## src/rtl/mnist_image_writer.sv

```systemverilog
`default_nettype none
// ============================================================================
// Module   : mnist_image_writer
// Purpose  : Binarizes a streamed 8-bit image into the classifier image memory
//            and returns the classifier's digit through a valid/ready handshake.
// Revision : 1.0
// ============================================================================
module mnist_image_writer #(
  parameter int NUM_PIXELS    = 784,
  parameter int ADDR_W        = 10,
  parameter int THRESHOLD     = 128,
  parameter int SETTLE_CYCLES = 4
) (
  input  logic              clk,
  input  logic              rst_n,
  input  logic              frame_start,
  input  logic              s_valid,
  output logic              s_ready,
  input  logic [7:0]        s_data,
  output logic              write_enable,
  output logic [ADDR_W-1:0] write_addr,
  output logic [7:0]        write_data,
  input  logic [3:0]        digit_in,
  output logic              result_valid,
  input  logic              result_ready,
  output logic [3:0]        result_digit,
  output logic [ADDR_W-1:0] result_ones,
  output logic              busy
);

  typedef enum logic [1:0] {
    IDLE   = 2'd0,
    LOAD   = 2'd1,
    SETTLE = 2'd2,
    REPORT = 2'd3
  } state_t;

  localparam int                  c_SET_W    = (SETTLE_CYCLES > 1) ? $clog2(SETTLE_CYCLES) : 1;
  localparam logic [ADDR_W-1:0]   c_LAST_PIX = ADDR_W'(NUM_PIXELS - 1);
  localparam logic [ADDR_W-1:0]   c_ONES_MAX = {ADDR_W{1'b1}};
  localparam logic [c_SET_W-1:0]  c_SET_INIT = c_SET_W'(SETTLE_CYCLES - 1);
  localparam logic [7:0]          c_THRESH   = 8'(THRESHOLD);

  state_t              r_state;
  logic [ADDR_W-1:0]   r_pix_cnt;
  logic [ADDR_W-1:0]   r_ones_cnt;
  logic [c_SET_W-1:0]  r_settle_cnt;
  logic                r_s_ready;
  logic                r_write_enable;
  logic [ADDR_W-1:0]   r_write_addr;
  logic [7:0]          r_write_data;
  logic                r_result_valid;
  logic [3:0]          r_result_digit;
  logic [ADDR_W-1:0]   r_result_ones;

  logic                w_accept;
  logic                w_bit;

  assign w_accept = s_valid & r_s_ready;
  assign w_bit    = (s_data >= c_THRESH);

  always_ff @(posedge clk) begin
    if (!rst_n) begin
      r_state        <= IDLE;
      r_pix_cnt      <= '0;
      r_ones_cnt     <= '0;
      r_settle_cnt   <= '0;
      r_s_ready      <= 1'b0;
      r_write_enable <= 1'b0;
      r_write_addr   <= '0;
      r_write_data   <= '0;
      r_result_valid <= 1'b0;
      r_result_digit <= '0;
      r_result_ones  <= '0;
    end else begin
      r_write_enable <= 1'b0;
      case (r_state)
        IDLE: begin
          if (frame_start) begin
            r_state    <= LOAD;
            r_s_ready  <= 1'b1;
            r_pix_cnt  <= '0;
            r_ones_cnt <= '0;
          end
        end

        LOAD: begin
          // A restart wins over a byte accepted in the same cycle
          if (frame_start) begin
            r_pix_cnt  <= '0;
            r_ones_cnt <= '0;
          end else if (w_accept) begin
            r_write_enable <= 1'b1;
            r_write_addr   <= r_pix_cnt;
            r_write_data   <= {7'b0, w_bit};
            r_pix_cnt      <= r_pix_cnt + 1'b1;
            if (w_bit && (r_ones_cnt != c_ONES_MAX))
              r_ones_cnt <= r_ones_cnt + 1'b1;
            if (r_pix_cnt == c_LAST_PIX) begin
              r_state      <= SETTLE;
              r_s_ready    <= 1'b0;
              r_settle_cnt <= c_SET_INIT;
            end
          end
        end

        SETTLE: begin
          if (r_settle_cnt == '0) begin
            r_result_digit <= digit_in;
            r_result_ones  <= r_ones_cnt;
            r_state        <= REPORT;
          end else begin
            r_settle_cnt <= r_settle_cnt - 1'b1;
          end
        end

        REPORT: begin
          // Valid rises one edge after the capture; data is already stable
          if (!r_result_valid) begin
            r_result_valid <= 1'b1;
          end else if (result_ready) begin
            r_result_valid <= 1'b0;
            r_state        <= IDLE;
          end
        end

        default: begin
          r_state   <= IDLE;
          r_s_ready <= 1'b0;
        end
      endcase
    end
  end

  assign s_ready      = r_s_ready;
  assign write_enable = r_write_enable;
  assign write_addr   = r_write_addr;
  assign write_data   = r_write_data;
  assign result_valid = r_result_valid;
  assign result_digit = r_result_digit;
  assign result_ones  = r_result_ones;
  assign busy         = (r_state != IDLE);

endmodule
`default_nettype wire

```

## config.mk

```make
export PLATFORM = sky130hd
export DESIGN_NAME = mnist_image_writer
export DESIGN_NICKNAME = d
export VERILOG_FILES = /design/src/rtl/mnist_image_writer.sv
export SDC_FILE = /design/constraint.sdc
export NUM_CORES = 1
export LEC_CHECK = 0
export BUFFER_PORTS_ARGS = -buffer_cell sky130_fd_sc_hd__buf_2
export CORE_UTILIZATION = 30
export CTS_CLUSTER_SIZE = 30
export DETAILED_ROUTE_END_ITERATION = 6
export PLACE_DENSITY = 0.5
export SYNTH_ARGS = -nofsm -noshare
export SYNTH_HDL_FRONTEND = slang
export SYNTH_SLANG_ARGS = --single-unit
export TNS_END_PERCENT = 10
```

## constraint.sdc

```tcl
create_clock -name clk -period 2.1 [get_ports clk]
set_input_delay 0.315 -clock clk [delete_from_list [all_inputs] [get_ports clk]]
set_output_delay 0.315 -clock clk [all_outputs]
set_load 0.005 [all_outputs]
```

==> flow_summary.yaml <==
global_routing:
  grt_max_degree: 26
  grt-ovfl-total: 0
  grt_pass1_vias: 1976
  grt_usage_pct: 14.2
  grt_pass1_wl_mm: 9.61
  antenna_found_initial: 0
placement:
  dp.cells: 428
  gp_congestion: 0.798
  place_area_um2: 2700
  post-place-ws_ps: 73.7
  port_buffers: 38
  dpl.hpwl_mm: 4.04
yosys:
  syn_area_per_cell_um2: 8.19
  synth-seq-area-share_pct: 42.7
  async_flop_share_pct: 0
  yosysWarningCount: 0
  syn_area_um2: 2440
  synth_edf_count: 0
  postSynthCellCount: 298
  yosys.cell_types.count: 45
  synth_flop_cell: "dfxtp_1"
  synth_seq_cells: 52
floorplan:
  die_w_um: 92.2
  top_level_ports: 53
  core_um2: 7810
  placementRows: 32
  start_util_pct: 31.3
  dieHeight_um: 92.2
  dieArea_um2: 8500
sta:
  finalSetupTns_ps: 0
  drv_slew: 0
  setup_violations: 0
  period_needed_ps: 1890
  maxSlewHeadroom_pct: 66.8
  whs_ps: 210
  worst_slack_ps: 205
  tightest_slew_ps: 497
  period_share_pct: 90.2
  hold_viol_final: 0
  fmax_mhz: 528
  rsz0062_at_grt: "false"
  clock_skew_ps: 3.28
worst_setup_path:
  critical_path_peak_fanout: 8
  worstSetupPathType: "reg -> reg"
  cp_cell_sequence: "inv_1 > ha_2 > nor4bb_1 > nand4_1 > a222oi_1 > mux2i_1"
  path_delay_family: "compound AO/OA/AOI/OAI gates"
  reg2reg_depth: 6
  critPathLaunchType: "flip-flop"
  slowest_stage: "a222oi_1"
  worstPathArrival_ps: 2120
  endpoint: "r_state[1]"
  cp.depth: 6
  endpoint_kind: "flip-flop"
  reg2reg_slack_ps: 210
  cp.required_ps: 2330
  max_stage_delay_ps: 490
  r2r_end: "r_state[1]"
  r2r_start: "r_state[0]"
  cp_num_buf_inv: 1
  critical_path.startpoint: "r_state[0]"
detailed_routing:
  drc: 0
  postRouteAntennaNets: 0
  vias_per_cell: 4.95
  drtIter0Drc: 118
  wire_per_inst_um: 12.8
  firstDrtPassIters: 4
  vias: 2166
  routed_wl_mm: 5.63
final_layout:
  antenna_cells: 0
  nNetsFinal: 359
  area_delta_synth_final_pct: 15.1
  fin_util_pct: 36.0
  layout-drive-gt1-share_pct: 17.9
  n_fill_cell: 843
  design_area_um2: 2810
  multi_input_area_um2: 1260
  instances_no_fill: 438
  register_area_um2: 1040
cts:
  clock_latency_ps: 300
  cts_hold_buf: 0
  numCtsBuffers: 5
  htree_levels: 2
  clock_sinks: 52
  clk_path_buf_depth: 2
  root_buffer: "clkbuf_8"
  cts_tree: "built"
  clk_pin_slew_ps: 90
run:
  drv_cap: 0
power_and_ir_drop:
  power_density_nw_per_um2: 849
  irDropWorstVdd_uv: 308
  power.leakage_nw: 1.12
  p_total_mw: 2.39
min_path:
  min_path_type: "in -> reg"
outcome:
  status: "complete, no violations"
[flip-flops by register name, indices dropped and copies added, names as in the netlist]
register and cells:
r_ones_cnt 10, write_data 1, result_ones 10, result_digit 4, write_enable 1, r_settle_cnt 2, result_valid 1, s_ready 1
r_pix_cnt 10, write_addr 10, r_state 2
[per-layer routing]
| layer | wire length, µm | GRT usage, % |
|---|---|---|
| met2 | 2430 | 22.5 |
| met5 | 0 | 0 |
| met1 | 2900 | 18.8 |
| met4 | 63 | 4.95 |
| met3 | 230 | 3.23 |
[cell usage after synthesis, drive strengths merged (4+ instances only)]
cell type	instances	area share (%)
nand2	64	9.8
dfxtp	52	43
a21oi	38	7.8
clkbuf	12	1.8
nor2	12	1.8
buf	11	3.6
nand3	10	2.1
o21ai	9	1.8
and3	7	1.8
ha	7	3.6
inv	7	1.1
a31oi	5	1.3
and4	5	1.8
xor2	5	1.8
and2	4	1.0
nand4	4	1.0
o211ai	4	1.2
or4	4	1.2
[placed cells by master, fill, tap and decap left out, types with 2 or more instances in the layout]
cell and count:
and4_1 5, o21a_1 2, ha_1 6, nor3_1 2, buf_4 9, a41o_1 3, xor2_1 5, a21oi_1 38
and2_1 4, mux2i_1 3, a31oi_1 5, nand2_1 64, nand2b_1 2, dfxtp_2 2, a311oi_1 2, nand4_1 4
nor2_1 12, o2111ai_1 3, nor2b_1 2, or4_1 4, clkbuf_8 5, conb_1 7, buf_2 38, inv_1 7
and3_1 7, nand3_1 10, o21ai_0 9, o211ai_1 4, dfxtp_1 50, o31ai_1 3
[worst min path at each step]
stage	startpoint	to	slack [ps]	cells past startpoint
final	result_ready	result_valid	210	2
after global routing	result_ready	result_valid	210	2
after CTS	result_ready	result_valid	200	2
after detailed placement	result_ones[0]	result_ones[0]	440	2
after global placement	result_digit[3]	result_digit[3]	440	2
after floorplan	s_data[7]	r_ones_cnt[8]	430	1
[layout make-up]
| class | instances | area share (%) |
|---|---|---|
| Tap cell | 102 | 4.54 |
| Multi-Input combinational cell | 221 | 44.9 |
| Sequential cell | 52 | 37.1 |
| Clock buffer | 6 | 2.58 |
| Clock inverter | 2 | 0.579 |
| Inverter | 8 | 1.07 |
| Timing Repair Buffer | 47 | 9.18 |
[logic make-up (layout without fill, tap and decap cells)]
| logic type | after synthesis | in the layout | share of synthesized area [%] |
|---|---|---|---|
| other | 1 | 7 | 0.154 |
| flip-flops | 52 | 52 | 42.7 |
| AND/OR/NAND/NOR | 125 | 125 | 25.3 |
| AO/OA/AOI/OAI | 73 | 73 | 18.2 |
| buffers and inverters | 31 | 63 | 6.67 |
| multiplexers | 3 | 3 | 1.23 |
| adder cells (fa/ha/maj) | 7 | 7 | 3.59 |
| XOR/XNOR | 6 | 6 | 2.15 |
[report_power, final]
group	leakage (nW)	internal, mW	switching (mW)
sequential	0.421	1.06	0.0544
combinational	0.663	0.273	0.437
clock	0.0414	0.238	0.329
[timing repair]
action / CTS / global route
gates resized for setup: 0 / 3
buffers inserted: 0 / 2
setup endpoints to repair: 0 / 6
No activity file was read; power rests on OpenSTA's default activity.
